$ cat src/rtl/id_ex_reg_pkg.sv
// Shared widths and constants for the decode/execute pipeline register.
// The control bundle is packed so that a bubble is one constant assignment.
package id_ex_reg_pkg;

  localparam int DATA_W_DEFAULT = 32;
  localparam int ALU_CTRL_W     = 4;
  localparam int SHIFT_OP_W     = 12;
  localparam int REG_ADDR_W     = 4;
  localparam int BUBBLE_CNT_W   = 16;

  typedef struct packed {
    logic reg_write_enable;
    logic mem_enable;
    logic mem_rw;
    logic mem_to_reg_select;
    logic alu_src_select;
    logic status_bit;
    logic pc_src_select;
    logic mem_size;
  } ctrl_t;

  localparam ctrl_t BUBBLE_CTRL = '0;
  localparam logic [BUBBLE_CNT_W-1:0] BUBBLE_CNT_MAX = '1;

  function automatic logic [BUBBLE_CNT_W-1:0] sat_inc(input logic [BUBBLE_CNT_W-1:0] v);
    return (v == BUBBLE_CNT_MAX) ? v : v + 1'b1;
  endfunction

endpackage

$ cat src/rtl/id_ex_reg.sv
// Decode-to-execute pipeline register with stall hold, flush bubble insertion
// and a saturating count of bubbles that entered the stage.
module id_ex_reg
  import id_ex_reg_pkg::*;
#(
  parameter int DATA_W     = id_ex_reg_pkg::DATA_W_DEFAULT,
  parameter int ALU_CTRL_W = id_ex_reg_pkg::ALU_CTRL_W
) (
  input  logic                    clk,
  input  logic                    reset_n,
  input  logic                    stall,
  input  logic                    flush,
  input  logic                    reg_write_enable_in,
  input  logic                    mem_enable_in,
  input  logic                    mem_rw_in,
  input  logic                    mem_to_reg_select_in,
  input  logic                    alu_src_select_in,
  input  logic                    status_bit_in,
  input  logic                    pc_src_select_in,
  input  logic                    mem_size_in,
  input  logic [ALU_CTRL_W-1:0]   alu_control_in,
  input  logic [DATA_W-1:0]       pc_in,
  input  logic [DATA_W-1:0]       rn_val_in,
  input  logic [DATA_W-1:0]       rm_val_in,
  input  logic [DATA_W-1:0]       rd_store_val_in,
  input  logic [SHIFT_OP_W-1:0]   shift_operand_in,
  input  logic [REG_ADDR_W-1:0]   rd_addr_in,
  input  logic                    valid_in,
  output logic                    reg_write_enable_out,
  output logic                    mem_enable_out,
  output logic                    mem_rw_out,
  output logic                    mem_to_reg_select_out,
  output logic                    alu_src_select_out,
  output logic                    status_bit_out,
  output logic                    pc_src_select_out,
  output logic                    mem_size_out,
  output logic [ALU_CTRL_W-1:0]   alu_control_out,
  output logic [DATA_W-1:0]       pc_out,
  output logic [DATA_W-1:0]       rn_val_out,
  output logic [DATA_W-1:0]       rm_val_out,
  output logic [DATA_W-1:0]       rd_store_val_out,
  output logic [SHIFT_OP_W-1:0]   shift_operand_out,
  output logic [REG_ADDR_W-1:0]   rd_addr_out,
  output logic                    valid_out,
  output logic [BUBBLE_CNT_W-1:0] bubble_count
);

  ctrl_t                   ctrl_d, ctrl_q;
  logic [ALU_CTRL_W-1:0]   alu_q;
  logic [DATA_W-1:0]       pc_q, rn_q, rm_q, rd_store_q;
  logic [SHIFT_OP_W-1:0]   shift_q;
  logic [REG_ADDR_W-1:0]   rd_addr_q;
  logic                    valid_q;
  logic [BUBBLE_CNT_W-1:0] cnt_q;

  assign ctrl_d = '{reg_write_enable:  reg_write_enable_in,
                    mem_enable:        mem_enable_in,
                    mem_rw:            mem_rw_in,
                    mem_to_reg_select: mem_to_reg_select_in,
                    alu_src_select:    alu_src_select_in,
                    status_bit:        status_bit_in,
                    pc_src_select:     pc_src_select_in,
                    mem_size:          mem_size_in};

  // Data fields load on both flush and load edges; only stall holds them.
  always_ff @(posedge clk or negedge reset_n) begin
    if (!reset_n) begin
      ctrl_q     <= BUBBLE_CTRL;
      alu_q      <= '0;
      pc_q       <= '0;
      rn_q       <= '0;
      rm_q       <= '0;
      rd_store_q <= '0;
      shift_q    <= '0;
      rd_addr_q  <= '0;
      valid_q    <= 1'b0;
      cnt_q      <= '0;
    end else if (flush || !stall) begin
      pc_q       <= pc_in;
      rn_q       <= rn_val_in;
      rm_q       <= rm_val_in;
      rd_store_q <= rd_store_val_in;
      shift_q    <= shift_operand_in;
      rd_addr_q  <= rd_addr_in;
      if (flush || !valid_in) begin
        ctrl_q  <= BUBBLE_CTRL;
        alu_q   <= '0;
        valid_q <= 1'b0;
        cnt_q   <= sat_inc(cnt_q);
      end else begin
        ctrl_q  <= ctrl_d;
        alu_q   <= alu_control_in;
        valid_q <= 1'b1;
      end
    end
  end

  assign reg_write_enable_out  = ctrl_q.reg_write_enable;
  assign mem_enable_out        = ctrl_q.mem_enable;
  assign mem_rw_out            = ctrl_q.mem_rw;
  assign mem_to_reg_select_out = ctrl_q.mem_to_reg_select;
  assign alu_src_select_out    = ctrl_q.alu_src_select;
  assign status_bit_out        = ctrl_q.status_bit;
  assign pc_src_select_out     = ctrl_q.pc_src_select;
  assign mem_size_out          = ctrl_q.mem_size;
  assign alu_control_out       = alu_q;
  assign pc_out                = pc_q;
  assign rn_val_out            = rn_q;
  assign rm_val_out            = rm_q;
  assign rd_store_val_out      = rd_store_q;
  assign shift_operand_out     = shift_q;
  assign rd_addr_out           = rd_addr_q;
  assign valid_out             = valid_q;
  assign bubble_count          = cnt_q;

endmodule

$ cat config.mk
export PLATFORM = sky130hd
export DESIGN_NAME = id_ex_reg
export DESIGN_NICKNAME = d
export VERILOG_FILES = /design/src/rtl/id_ex_reg_pkg.sv /design/src/rtl/id_ex_reg.sv
export SDC_FILE = /design/constraint.sdc
export NUM_CORES = 1
export LEC_CHECK = 0
export CORE_MARGIN = 3
export CORE_UTILIZATION = 30
export CTS_BUF_LIST = sky130_fd_sc_hd__clkbuf_16
export CTS_CLUSTER_SIZE = 14
export DETAILED_ROUTE_END_ITERATION = 6
export GPL_ROUTABILITY_DRIVEN = 0
export PLACE_DENSITY = 0.64
export RECOVER_POWER = 50
export SLEW_MARGIN = 10
export SYNTH_ARGS = -nofsm -noshare
export SYNTH_HDL_FRONTEND = slang
export SYNTH_SLANG_ARGS = --single-unit
$ cat constraint.sdc
create_clock -name clk -period 4.5 [get_ports clk]
set_clock_uncertainty 0.15 [all_clocks]
set_input_delay 0.675 -clock clk [delete_from_list [all_inputs] [get_ports clk]]
set_output_delay 0.675 -clock clk [all_outputs]
set_load 0.1 [all_outputs]
==> implementation parameters, run 1 <==
Parameter                              Value

Run status
  Outcome ... finished, violations left
  Failing checks ... max-capacitance violations, max-slew violations

Routing
  1st-pass router iterations ... 6
  Vias/cell ... 4.608
  Residual DRC ... 0
  Overall via count from detail_route ... 4765
  Iter 0 DRT Violations ... 163
  Wirelength, routed ... 18790 um
  DR WL/cell ... 18.17 um
  Remaining antenna violation count ... 0

Worst setup path
  Critical-path cell list ... clkdlybuf4s50_1
  FF-to-FF End ... bubble_count[1]
  Setup slack on the worst flop-to-flop path ... 1.84 ns
  Endpoint class of the critical path ... output port
  Worst path max stage delay ... 1.19 ns
  Gate family responsible for the most delay along the worst path ... buffers and inverters
  Startpoint types ... register
  Largest fanout of any net on the critical path ... 7
  Critical Path RT ... 3.67 ns
  Count of cells along the worst register-to-register path ... 5
  CP max stage cell ... sky130_fd_sc_hd__clkdlybuf4s50_1
  Worst r2r src ... bubble_count[0]
  Bufs and invs on worst path ... 1
  Crit path kind ... register to output port
  Data arrival time of the critical path ... 2.07 ns

CTS
  Number of hold buffers added after CTS ... 0
  Setup Fix Bufs, Post-CTS ... 0
  Clk_lat worst skew ... 0.41 ns
  Buffer levels on the longest clock path ... 2
  CTS H-tree depth ... 4
  Count of instances resized after the clock tree is built ... 0
  Clock root buffer ... sky130_fd_sc_hd__clkbuf_16
  TritonCTS sink count ... 173
  Number of buffers created by CTS ... 17
  CTS tree ... done
  Clock Pin Slew Worst Setup and Hold Paths ... 0.06 ns

STA
  Final Max Tran Viols ... 96
  Worst Tran Pin Value ... 2.389 ns
  Worst slew slack as a fraction of its limit ... -0.5923
  Final critical-path required period ... 2.892 ns
  Final hold slack ... 0.3263 ns
  Final hold violation count ... 0
  Total Negative Setup Slacks ... 0 ns
  Count of final setup violators ... 0
  Setup repair after global routing missed its margin ... no
  Final critical-path share of the clock period ... 0.6428
  Max Clock Freq ... 345.7 MHz
  Minimum setup slack in the final design ... 1.608 ns

Finish
  Number of nets in the layout ... 908
  ANT cells ... 0
  Ratio of cells with drive above 1 in the final layout ... 0.2437
  Area added between synthesis and finish ... 63.69%
  Filler cell count in the final layout ... 1840

Synth
  Distinct cell type count of the synthesized netlist ... 31
  Share of the synthesized area in the top cell type ... 0.6564
  Total number of yosys warnings ... 0
  Syn Inst Count ... 408
  Top cells by area, synth ... sky130_fd_sc_hd__dfrtp_1 66%, sky130_fd_sc_hd__mux2_2 25%, sky130_fd_sc_hd__a22o_1 1.6%, sky130_fd_sc_hd__buf_2 1.2%, sky130_fd_sc_hd__xor2_1 0.93%
  Library cell with the largest summed area after synthesis ... sky130_fd_sc_hd__dfrtp_1
  Per-instance average area after synthesis ... 16.16 um2
  Cell area after synthesis ... 6595 um2
  Count of state elements after synthesis ... 173
  Total nets after synthesis ... 570
  Sequential element share of the synthesized area ... 0.6564

Global route
  Maximum number of pins on one net before global-route repair ... 97
  Initial antenna violation count ... 1
  Global route overflow ... 0
  GR Util All Layers ... 0.1547
  Global-route wire length before repair ... 29130 um
  Vias in the first global route ... 5247

Die
  Total core area ... 21290 um2
  Vertical die dimension ... 154.3 um
  I/O pins ... 334
  Row count ... 53
  Die Width ... 154.3 um
  Die area ... 23800 um2
  Initial Utilization ... 0.3098

Placement
  Dpl hpwl ... 14160 um
  Port buffer count ... 333
  Worst setup slack before clock tree synthesis ... 1.495 ns

Run
  Max-cap violations ... 1

Hold path
  Worst hold path stage count ... 1
  Class of the worst hold path ... register to register
  Hold_sp ... valid_out
  End point of the most critical hold path ... valid_out

Power
  Combinational power share ... 0.371
  Share of power burned in registers ... 0.355
  Net Sw Power ... 2.150 mW
  Pwr per Cell Area ... 477.2 nW/um2
  Clock Power Share ... 0.275
  Internal Dissipation ... 3.001 mW
  Switching Share ... 0.4173
  Worst voltage drop across the vdd grid ... 0.5658 mV
  Static leakage ... 4.387 nW
[through the flow]
stage / cells / total power, mW / util / instance area [um2]
after detailed placement: 1002 / 3.796 / 0.4824 / 10270
after global routing: 1034 / 5.349 / 0.5071 / 10800
after floorplan: 408 / 3.211 / - / 6595
final: 1034 / 5.151 / 0.5071 / 10800
after CTS: 1034 / 5.241 / 0.5090 / 10840
after global placement: 1002 / 3.776 / 0.4824 / 10270
[cells in the final DEF, fill, tap and decap left out, drive strengths merged]
cell / count
o21ba: 1
xnor2: 4
a41oi: 1
clkinv: 6
clkdlybuf4s50: 331
nand2: 5
inv: 6
nor2b: 1
clkinvlp: 2
dlygate4sd3: 1
o211ai: 1
o311ai: 2
and3: 1
a21o: 1
xor2: 7
nand3: 6
a31oi: 1
nand4: 7
bufinv: 1
nor3: 2
and4: 1
o21a: 1
mux2: 147
clkbuf: 18
nor2: 5
nor4b: 2
buf: 6
dfrtp: 173
a22o: 12
nor4: 4
nor3b: 2
ha: 1
[power by group through the flow]
| stage | registers [mW] | logic (mW) | clock network, mW |
|---|---|---|---|
| after floorplan | 2.98 | 0.232 | 0 |
| after global placement | 1.86 | 1.92 | 0 |
| after detailed placement | 1.86 | 1.93 | 0 |
| after CTS | 1.84 | 1.94 | 1.47 |
| after global routing | 1.85 | 1.97 | 1.53 |
| final | 1.83 | 1.91 | 1.42 |
[registers in the layout (all words and copies together) (netlist names), 4 cells and up]
signal,flops
rd_addr_out,4
alu_control_out,4
shift_operand_out,12
bubble_count,16
rd_store_val_out,32
rn_val_out,32
rm_val_out,32
pc_out,32
[synthesized netlist by cell type]
cell type / instances
sky130_fd_sc_hd__nor4_4: 1
sky130_fd_sc_hd__o21ba_2: 1
sky130_fd_sc_hd__nor4_1: 3
sky130_fd_sc_hd__xor2_1: 7
sky130_fd_sc_hd__a41oi_1: 1
sky130_fd_sc_hd__o211ai_1: 1
sky130_fd_sc_hd__a22o_1: 12
sky130_fd_sc_hd__clkbuf_1: 3
sky130_fd_sc_hd__xnor2_1: 4
sky130_fd_sc_hd__nand4_4: 1
sky130_fd_sc_hd__and4_1: 1
sky130_fd_sc_hd__buf_2: 16
sky130_fd_sc_hd__a31oi_1: 1
sky130_fd_sc_hd__o21a_1: 1
sky130_fd_sc_hd__dfrtp_1: 173
sky130_fd_sc_hd__mux2_2: 146
sky130_fd_sc_hd__nor4b_1: 2
sky130_fd_sc_hd__nor2_2: 1
sky130_fd_sc_hd__nor3b_1: 2
sky130_fd_sc_hd__nor3_1: 2
sky130_fd_sc_hd__nand4_1: 6
sky130_fd_sc_hd__nor2b_1: 1
sky130_fd_sc_hd__nand3_1: 6
sky130_fd_sc_hd__and3_1: 1
sky130_fd_sc_hd__buf_1: 1
sky130_fd_sc_hd__nand2_1: 5
sky130_fd_sc_hd__nor2_1: 4
sky130_fd_sc_hd__a21o_1: 1
sky130_fd_sc_hd__o311ai_0: 2
sky130_fd_sc_hd__mux2_4: 1
sky130_fd_sc_hd__ha_1: 1
[cells by family after synthesis]
family | Yosys count | synth area share
mux | 147 | 0.2516
xor+xnor | 11 | 0.01461
flops | 173 | 0.6564
buf+inv | 20 | 0.01442
fa+ha+maj | 1 | 0.001897
compound gates | 20 | 0.02580
simple gates | 36 | 0.03529
[how the worst max path moves through the flow]
stage                           startpoint                   end  slack [ns]  cells after the start
after floorplan            bubble_count[0]       bubble_count[1]        1.90                      5
after global placement               stall        rm_val_out[28]        1.59                      4
after detailed placement             stall  rd_store_val_out[25]        1.49                      4
after CTS                  bubble_count[3]       bubble_count[3]        1.54                      1
after global routing               reset_n         rm_val_out[5]        1.46                      1
final                     bubble_count[11]      bubble_count[11]        1.61                      1
[metal layers]
layer  vias to the layer above  GRT usage  part of all wire
met4                         2    0.04794             0.018
li1                       2141          -                 -
met5                         -          0           0.00069
met3                        22    0.04924             0.076
met1                      2402     0.1698              0.37
met2                       198     0.2841              0.54
[area by class of cell]
type / instances / area (um2) / share of cell area
Clock buffer: 17 / 425.4 / 0.03941
Timing Repair Buffer: 339 / 3411 / 0.3159
Sequential cell: 173 / 4329 / 0.4010
Tap cell: 275 / 344.1 / 0.03187
Clock inverter: 15 / 141.4 / 0.01310
Multi-Input combinational cell: 215 / 2145 / 0.1987
Power figures use the tool's default switching activity.
==> inputs of run 2 (changes only) <==
- PLACE_DENSITY: 0.64 -> 0.67
- clock period: 4.5 -> 2.6 ns (I/O delays scaled with it)
==> run 2 against run 1 <==
Compared with the run above:
- the run now ends clean
- sequential cell count is the same
- utilization shrank 3.1 points
- clock power grew 72%
- sequential power grew 74%
- cell count grew 0.19%
- largest power group is now sequential cells
==> implementation parameters, run 2 (synthesis gave the netlist of run 1 again) <==
Parameter                              Value

Run status
  Outcome ... completed

Power
  Clock Power Share ... 0.278 (+0.003)
  Worst voltage drop across the vdd grid ... 0.6335 mV (+12%)
  Net Sw Power ... 3.734 mW (+74%)
  Share of power burned in registers ... 0.363 (+0.008)
  Switching Share ... 0.4263 (+0.009008)
  Pwr per Cell Area ... 864.5 nW/um2 (+81%)
  Internal Dissipation ... 5.025 mW (+67%)
  Combinational power share ... 0.359 (-0.012)
  Static leakage ... 4.313 nW (-1.7%)

Routing
  Vias/cell ... 4.579 (-0.63%)
  DR WL/cell ... 17.33 um (-4.6%)
  Remaining antenna violation count ... 0 (unchanged)
  Wirelength, routed ... 17960 um (-4.4%)
  Iter 0 DRT Violations ... 214 (+31%)
  Overall via count from detail_route ... 4744 (-0.44%)
  1st-pass router iterations ... 4 (-2)
  Residual DRC ... 0 (unchanged)

Placement
  Dpl hpwl ... 13610 um (-3.9%)
  Cell area reported after detailed placement ... 9856 um2 (-4.0%)
  Port buffer count ... 333 (unchanged)

Worst setup path
  Largest fanout of any net on the critical path ... 2 (-5)
  Startpoint types ... register
  Count of cells along the worst register-to-register path ... 5 (unchanged)
  FF-to-FF End ... bubble_count[1]
  Gate family responsible for the most delay along the worst path ... buffers and inverters
  Worst path max stage delay ... 0.91 ns (-0.28 ns)
  CP max stage cell ... sky130_fd_sc_hd__clkbuf_1
  Setup slack on the worst flop-to-flop path ... 0.57 ns (-1.27 ns)
  Critical Path RT ... 2.06 ns (-1.61 ns)
  Critical-path cell list ... clkbuf_1
  Endpoint class of the critical path ... output port
  Worst r2r src ... bubble_count[0]
  Bufs and invs on worst path ... 1 (unchanged)
  Data arrival time of the critical path ... 1.67 ns (-0.40 ns)
  Crit path kind ... register to output port

Finish
  Ratio of cells with drive above 1 in the final layout ... 0.3784 (+0.1347)
  Highest-count cells in the layout ignoring fill and taps ... 173 x sky130_fd_sc_hd__dfrtp_1, 158 x sky130_fd_sc_hd__clkdlybuf4s50_1, 146 x sky130_fd_sc_hd__mux2_2, 101 x sky130_fd_sc_hd__buf_4, 74 x sky130_fd_sc_hd__clkbuf_1
  Number of nets in the layout ... 910 (+0.22%)
  Cell area after layout ... 10130 um2 (-6.1%)
  Util after Layout ... 0.4760 (-0.03115)
  Filler cell count in the final layout ... 1946 (+5.8%)
  ANT cells ... 0 (unchanged)
  Area added between synthesis and finish ... 53.63%
  Most common cell after layout, fill and taps aside ... sky130_fd_sc_hd__dfrtp_1

Die
  Total core area ... 21290 um2 (unchanged)
  Die Width ... 154.3 um (unchanged)
  Vertical die dimension ... 154.3 um (unchanged)
  Initial Utilization ... 0.3098 (unchanged)
  Row count ... 53 (unchanged)
  I/O pins ... 334 (unchanged)
  Die area ... 23800 um2 (unchanged)

CTS
  Buffer levels on the longest clock path ... 2 (unchanged)
  Clock Pin Slew Worst Setup and Hold Paths ... 0.07 ns (about the same)
  TritonCTS sink count ... 173 (unchanged)
  CTS H-tree depth ... 4 (unchanged)
  Clk_lat worst skew ... 0.42 ns (about the same)
  CTS tree ... done
  Clock root buffer ... sky130_fd_sc_hd__clkbuf_16
  Number of buffers created by CTS ... 17 (unchanged)
  Count of instances resized after the clock tree is built ... 0 (unchanged)

STA
  Final hold violation count ... 0 (unchanged)
  Final critical-path share of the clock period ... 0.8482
  Final critical-path required period ... 2.205 ns
  Count of final setup violators ... 0 (unchanged)
  Max Clock Freq ... 453.4 MHz
  Setup repair after global routing missed its margin ... no
  Total Negative Setup Slacks ... 0 ns (unchanged)
  Final Max Tran Viols ... 0 (-100%)
  Worst slew slack as a fraction of its limit ... 0.1112 (+0.7035)
  Worst Tran Pin Value ... 1.333 ns (-1.055 ns)

Global route
  Maximum number of pins on one net before global-route repair ... 91 (-6.2%)
  Global route overflow ... 0 (unchanged)
  GR Util All Layers ... 0.1475 (-0.007237)
  Vias in the first global route ... 5131 (-2.2%)
  Initial antenna violation count ... 0 (-1)
  Global-route wire length before repair ... 28020 um (-3.8%)

Hold path
  End point of the most critical hold path ... valid_out
  Worst hold path stage count ... 1 (unchanged)
  Class of the worst hold path ... register to register
  Hold_sp ... valid_out

Run
  Max-cap violations ... 0 (-1)
-- run 2: changes by cell type in the layout (fill, tap and decap cells not counted), sizes merged --
cell and delta:
clkdlybuf4s50 -173, buf +99, clkbuf +75, dlygate4sd3 +1
-- run 2: area by class of cell --
type / instances / area [um2] / area share
Sequential cell: 173 / 4329 / 0.4273
Clock buffer: 17 / 425.4 / 0.04199
Clock inverter: 15 / 135.1 / 0.01334
Multi-Input combinational cell: 215 / 2171 / 0.2143
Tap cell: 275 / 344.1 / 0.03396
Timing Repair Buffer: 341 / 2728 / 0.2692
-- run 2: metrics by stage --
stage	hold slack, ns	power [mW]	setup WS (ns)	std cells
5_1_grt	0.3568	9.106	0.2570	1036
4_1_cts	0.3359	8.973	0.5543	1036
3_3_place_gp	0.2254	6.451	0.3481	1003
2_1_floorplan	-0.05559	5.558	0.00005285	408
3_5_place_dp	0.2313	6.488	0.2650	1003
6_report	0.3340	8.759	0.3946	1036
-- run 2: power by group through the flow --
stage | registers, mW | logic, mW | clock network, mW
after floorplan | 5.16 | 0.402 | 0
after CTS | 3.18 | 3.26 | 2.53
after global placement | 3.22 | 3.23 | 0
after detailed placement | 3.23 | 3.26 | 0
final | 3.18 | 3.14 | 2.44
after global routing | 3.22 | 3.25 | 2.65
-- run 2: worst max path at each step --
stage | startpoint | to | depth (start not counted)
3_3_place_gp | flush | bubble_count[9] | 5
6_report | shift_operand_out[1] | shift_operand_out[1] | 1
5_1_grt | reset_n | reg_write_enable_out | 3
3_5_place_dp | flush | bubble_count[10] | 5
2_1_floorplan | bubble_count[0] | bubble_count[1] | 5
4_1_cts | bubble_count[0] | bubble_count[1] | 5
-- run 2: timing repair --
item                      in CTS  in global routing
hold endpoints to repair      46                  0
setup buffers                  0                  0
hold buffers                   1                  0
-- run 2: metal layers --
layer  GRT usage  part of all wire  wire [um]  up-vias
met5           0                 0          0        -
met4     0.05803             0.025        440        0
met3     0.04421             0.070       1259       26
met2      0.2641              0.53       9573      188
met1      0.1641              0.37       6683     2378
li1            -                 -          -     2152
